File: src/rtl/uart_tx_pkg.sv
// Shared UART transmitter definitions: frame geometry, idle line level and
// the serializer state encoding. The frame generator imports FRAME_WIDTH
// from here as well, so both ends always agree on the frame length.
package uart_tx_pkg;

    localparam int FRAME_WIDTH = 11;

    localparam logic IDLE_LEVEL = 1'b1;

    typedef enum logic [1:0] {
        IDLE  = 2'd0,
        ARMED = 2'd1,
        SHIFT = 2'd2
    } TxState_e;

endpackage

File: src/rtl/tx_frame_serializer.sv
// Parallel-in/serial-out stage of the UART transmitter. Captures one
// pre-assembled frame, then shifts it out LSB-first, one bit per baud tick.
// The line idles high, and a single-cycle Done pulse marks the end of the
// final bit period.
module tx_frame_serializer
    import uart_tx_pkg::IDLE_LEVEL;
    import uart_tx_pkg::TxState_e;
    import uart_tx_pkg::IDLE;
    import uart_tx_pkg::ARMED;
    import uart_tx_pkg::SHIFT;
#(
    parameter int FRAME_WIDTH = uart_tx_pkg::FRAME_WIDTH
) (
    input  logic                   Clock,
    input  logic                   Reset,
    input  logic [FRAME_WIDTH-1:0] FrameIn,
    input  logic                   Send,
    input  logic                   BaudTick,
    output logic                   DataTx,
    output logic                   Busy,
    output logic                   Done
);

    localparam int CNT_WIDTH = $clog2(FRAME_WIDTH + 1);

    TxState_e               r_state;
    logic [FRAME_WIDTH-1:0] r_shiftReg;
    logic [CNT_WIDTH-1:0]   r_bitCount;
    logic                   r_dataTx;
    logic                   r_done;

    TxState_e               w_nextState;
    logic [FRAME_WIDTH-1:0] w_nextShiftReg;
    logic [CNT_WIDTH-1:0]   w_nextBitCount;
    logic                   w_nextDataTx;
    logic                   w_nextDone;

    // Next-state logic; every register holds unless a Send or BaudTick moves it.
    // A tick seen in the capture cycle is dropped so the start bit is a full period.
    // Shifting in 1s means a drained register can only ever present the idle level.
    always_comb begin
        w_nextState    = r_state;
        w_nextShiftReg = r_shiftReg;
        w_nextBitCount = r_bitCount;
        w_nextDataTx   = r_dataTx;
        w_nextDone     = 1'b0;
        case (r_state)
            IDLE: begin
                w_nextDataTx = IDLE_LEVEL;
                if (Send) begin
                    w_nextShiftReg = FrameIn;
                    w_nextBitCount = '0;
                    w_nextState    = ARMED;
                end
            end
            ARMED: begin
                if (BaudTick) begin
                    w_nextDataTx   = r_shiftReg[0];
                    w_nextShiftReg = {1'b1, r_shiftReg[FRAME_WIDTH-1:1]};
                    w_nextBitCount = CNT_WIDTH'(1);
                    w_nextState    = SHIFT;
                end
            end
            SHIFT: begin
                if (BaudTick) begin
                    if (r_bitCount == CNT_WIDTH'(FRAME_WIDTH)) begin
                        w_nextDataTx = IDLE_LEVEL;
                        w_nextDone   = 1'b1;
                        w_nextState  = IDLE;
                    end else begin
                        w_nextDataTx   = r_shiftReg[0];
                        w_nextShiftReg = {1'b1, r_shiftReg[FRAME_WIDTH-1:1]};
                        w_nextBitCount = r_bitCount + CNT_WIDTH'(1);
                    end
                end
            end
            default: begin
                w_nextDataTx = IDLE_LEVEL;
                w_nextState  = IDLE;
            end
        endcase
    end

    // State and output registers; reset aborts any frame without a Done pulse.
    always_ff @(posedge Clock) begin
        if (Reset) begin
            r_state    <= IDLE;
            r_shiftReg <= '1;
            r_bitCount <= '0;
            r_dataTx   <= IDLE_LEVEL;
            r_done     <= 1'b0;
        end else begin
            r_state    <= w_nextState;
            r_shiftReg <= w_nextShiftReg;
            r_bitCount <= w_nextBitCount;
            r_dataTx   <= w_nextDataTx;
            r_done     <= w_nextDone;
        end
    end

    assign DataTx = r_dataTx;
    assign Busy   = (r_state != IDLE);
    assign Done   = r_done;

endmodule

File: config.mk
export PLATFORM = sky130hd
export DESIGN_NAME = tx_frame_serializer
export DESIGN_NICKNAME = d
export VERILOG_FILES = /design/src/rtl/uart_tx_pkg.sv /design/src/rtl/tx_frame_serializer.sv
export SDC_FILE = /design/constraint.sdc
export NUM_CORES = 1
export LEC_CHECK = 0
export CORE_MARGIN = 10
export CORE_UTILIZATION = 50
export CTS_BUF_LIST = sky130_fd_sc_hd__clkbuf_4 sky130_fd_sc_hd__clkbuf_8 sky130_fd_sc_hd__clkbuf_16
export CTS_CLUSTER_SIZE = 20
export DETAILED_ROUTE_END_ITERATION = 12
export PLACE_DENSITY_LB_ADDON = 0.05
export SLEW_MARGIN = 5
export SYNTH_ARGS = -nofsm -noshare
export SYNTH_HDL_FRONTEND = slang
export SYNTH_SLANG_ARGS = --single-unit
export TNS_END_PERCENT = 10
File: constraint.sdc
create_clock -name Clock -period 2.6 [get_ports Clock]
set_input_delay 0.52 -clock Clock [delete_from_list [all_inputs] [get_ports Clock]]
set_output_delay 0.52 -clock Clock [all_outputs]
set_load 0.02 [all_outputs]
==> metrics.md, run 1 <==
| Metric | Value |
|---|---|
| Placed cells | `143` |
| Pwr dens | `1070 nW/µm²` |
| Row count | `15` |
| Fin. Hold Viols | `0` |
| Startpoint Class | `register` |
| Status | `finished clean` |
| Data arrival time of the worst path | `2.69 ns` |
| Maximum clock frequency | `408 MHz` |
| Worst Tran Pin Value | `0.661 ns` |
| Die Height | `63.9 µm` |
| Drt pass-1 iters | `4` |
| Synthesized net count | `126` |
| Setup violations, final | `0` |
| DR vias | `789` |
| Worst reg2reg path startpoint | `r_state[0]$_SDFFE_PP0P_` |
| CP startpoint | `r_state[0]$_SDFFE_PP0P_` |
| Library cells used by synthesis | `28` |
| Critical Path Max Stage Delay | `0.58 ns` |
| FF-to-FF path depth | `6` |
| Initial core utilization | `54.0%` |
| DIE WIDTH | `63.9 µm` |
| Area after DPL | `1170 µm²` |
| Max VDD drop | `0.000662 V` |
| Worst clock skew | `0.00988 ns` |
| Vias/cell | `5.37` |
| Vias in the first global route | `792` |
| Buf+Inv Stages, Crit Path | `1` |
| Critical path class | `register to register` |
| Largest net degree at the start of global routing | `20` |
| Die Area | `4080 µm²` |
| R2r endpoint | `r_bitCount[3]$_SDFFE_PP0P_` |
| Clock-pin transition on the worst setup and hold timing paths | `0.12 ns` |
| First-pass GRT wire length | `3420 µm` |
| Cell Area, Synth | `963 µm²` |
| FF+latch area | `380 µm²` |
| Clk buf depth | `2` |
| Avg Synthesized Cell Area | `9.26 µm²` |
| GRT overflow | `0` |
| Post-cts resize count | `0` |
| Cells along the critical path | `inv_1 > ha_1 > o21ba_1 > or4b_1 > or4_1 > a21oi_1` |
| Fin crit share | `94.3%` |
| Fin crit period | `2.45 ns` |
| Final HPWL DP | `1510 µm` |
| Total GRT Usage | `10.2%` |
| Wire length per cell | `13.6 µm` |
| Clock Root Buffer | `clkbuf_4` |
| Number of buffers created by CTS | `3` |
| CTS tree | `done` |
| Rel. slew slack | `55.8%` |
| Gpl congestion | `0.729` |
| CP required | `2.84 ns` |
| Port bufs | `17` |
| Crit Path Max Fanout | `7` |
| Area delta synth->final | `24.3%` |
| Core area | `1780 µm²` |
| Mapped Cells | `104` |
| Fillers | `146` |
| Htree depth | `1` |
| DRT Wirelength | `2000 µm` |
| Setup ws final | `0.148 ns` |
| Latest clock arrival within the worst-skew pair | `0.31 ns` |
| # IOs | `18` |
| Hold wc startpoint | `r_shiftReg[4]$_SDFFE_PP1P_` |
| Multi-input logic area | `533 µm²` |
| Number of nets in the layout | `145` |
| TNS Setup | `0 ns` |
| CP Capture Type | `register` |
| Ys Warns | `0` |
| DRC | `0` |
| Sequential area share after synthesis | `39.5%` |
| Non-filler cells, final | `147` |
| DR iter-0 viols | `14` |
| Post-CTS Setup Bufs | `0` |
| Worst hold path depth | `1` |
| Top delay family on crit path | `simple AND/OR/NAND/NOR gates` |
| Worst-case hold path end point | `r_shiftReg[4]$_SDFFE_PP1P_` |
| R2r setup slk | `0.15 ns` |
| LEAKAGE | `0.506 nW` |
| Max Cap Violations | `0` |
| # diodes | `0` |
| Setup WS pre-CTS | `0.0998 ns` |
| Synth Flop Type | `dfxtp_1` |
| Antenna-violating nets left | `0` |
| Antenna violations before repair | `0` |
| Hold Buf Count CTS | `0` |
| Synthesis-stage register bit count | `19` |
| Ys async rst share | `0%` |
| Min-delay worst type | `register to register` |
| Post-synth EDFFs | `0` |
| Slowest cell on crit path | `or4b_1` |
| Unrepaired setup endpoints after global routing | `false` |
| Final Cell Area | `1200 µm²` |
| CTS Sinks | `19` |
| Max-slew violation count | `0` |
| Share of layout cells above drive strength 1 | `7.38%` |
[cell type report]
cell class | count | area share [%]
tap | 25 | 2.61
multi-input combinational | 72 | 44.5
inverter | 6 | 1.88
sequential | 19 | 31.8
clock buffer | 3 | 1.88
clock inverter | 1 | 0.627
timing repair buffer | 21 | 16.7
[through the flow]
stage	power, mW	hold WS [ns]	utilization (%)
after global placement	1.11	0.443	65.5
after CTS	1.29	0.483	67.2
final	1.28	0.479	67.2
after detailed placement	1.13	0.453	65.5
after floorplan	0.936	0.435	-
after global routing	1.38	0.491	67.2
[cell usage after synthesis, types with 2 or more instances]
master    count  share of area, %
a211o_1      10               9.1
a21oi_1       4               2.1
clkbuf_1      5               1.9
dfxtp_1      19                39
ha_1          7               9.1
inv_1         6               2.3
mux2i_1      12                12
nand2_1       3               1.2
nor2_1       14               5.5
nor2b_1       3               1.9
nor3_1        2               1.0
o21ai_0       2               1.0
or4_1         2               1.6
[worst max-delay path by stage]
stage	endpoint	slack (ns)	cells past startpoint
after detailed placement	r_bitCount[3]$_SDFFE_PP0P_	0.1	5
after global routing	r_bitCount[3]$_SDFFE_PP0P_	0.04	6
after global placement	r_bitCount[3]$_SDFFE_PP0P_	0.16	5
final	r_bitCount[3]$_SDFFE_PP0P_	0.15	6
after floorplan	r_bitCount[3]$_SDFFE_PP0P_	0.35	7
after CTS	r_bitCount[3]$_SDFFE_PP0P_	0.17	6
[worst reg2reg max path, cell delays in order (launching register included)]
cell     delay, ns
dfxtp_1       0.45
inv_1         0.11
ha_1          0.30
o21ba_1       0.26
or4b_1        0.58
or4_1         0.55
a21oi_1       0.13
[power by group]
part	leakage [nW]	switching [mW]	internal (mW)
clock	0.0139	0.103	0.0588
sequential	0.157	0.0625	0.389
combinational	0.335	0.337	0.333
total	0.506	0.503	0.780
[cell families after synthesis]
group           share of synthesized area, %
buf+inv                                 5.19
flops                                   39.5
mux                                     12.5
simple gates                            16.6
fa+ha+maj                               9.09
compound gates                          17.1
[metal layers]
| metal | vias to the layer above | wire [µm] | GRT usage, % |
|---|---|---|---|
| met2 | 21 | 947 | 17.3 |
| met3 | 2 | 116 | 4.88 |
| li1 | 408 | - | - |
| met1 | 358 | 922 | 10.8 |
| met4 | 0 | 12 | 3.83 |
| met5 | - | 0 | 0 |
[sequential cells by signal, indices dropped and copies added, names as in the netlist]
| register | count |
|---|---|
| r_bitCount | 4 |
| Done | 1 |
| r_shiftReg | 11 |
| DataTx | 1 |
| r_state | 2 |
[layout by cell type, fill, tap and decap left out, types with 2 or more instances in the layout]
cell             instances
nor2_1                  14
ha_1                     7
a211o_1                 10
nor2b_1                  3
o21ai_0                  2
clkdlybuf4s50_1         17
buf_4                    4
inv_1                    6
or4_1                    2
nand2_1                  3
dfxtp_1                 19
a21oi_1                  4
clkbuf_4                 3
nor3_1                   2
mux2i_1                 12
(Power assumes the default switching activity.)
==> run 2: changes to the inputs <==
--- a/config.mk
+++ b/config.mk
@@ -10,9 +10,9 @@
 export CTS_BUF_LIST = sky130_fd_sc_hd__clkbuf_4 sky130_fd_sc_hd__clkbuf_8 sky130_fd_sc_hd__clkbuf_16
 export CTS_CLUSTER_SIZE = 20
 export DETAILED_ROUTE_END_ITERATION = 12
+export HOLD_SLACK_MARGIN = 0.08
 export PLACE_DENSITY_LB_ADDON = 0.05
 export SLEW_MARGIN = 5
 export SYNTH_ARGS = -nofsm -noshare
 export SYNTH_HDL_FRONTEND = slang
 export SYNTH_SLANG_ARGS = --single-unit
-export TNS_END_PERCENT = 10
==> results of run 2 <==
The final DEF is identical to that of run 1; final timing and power are the same.
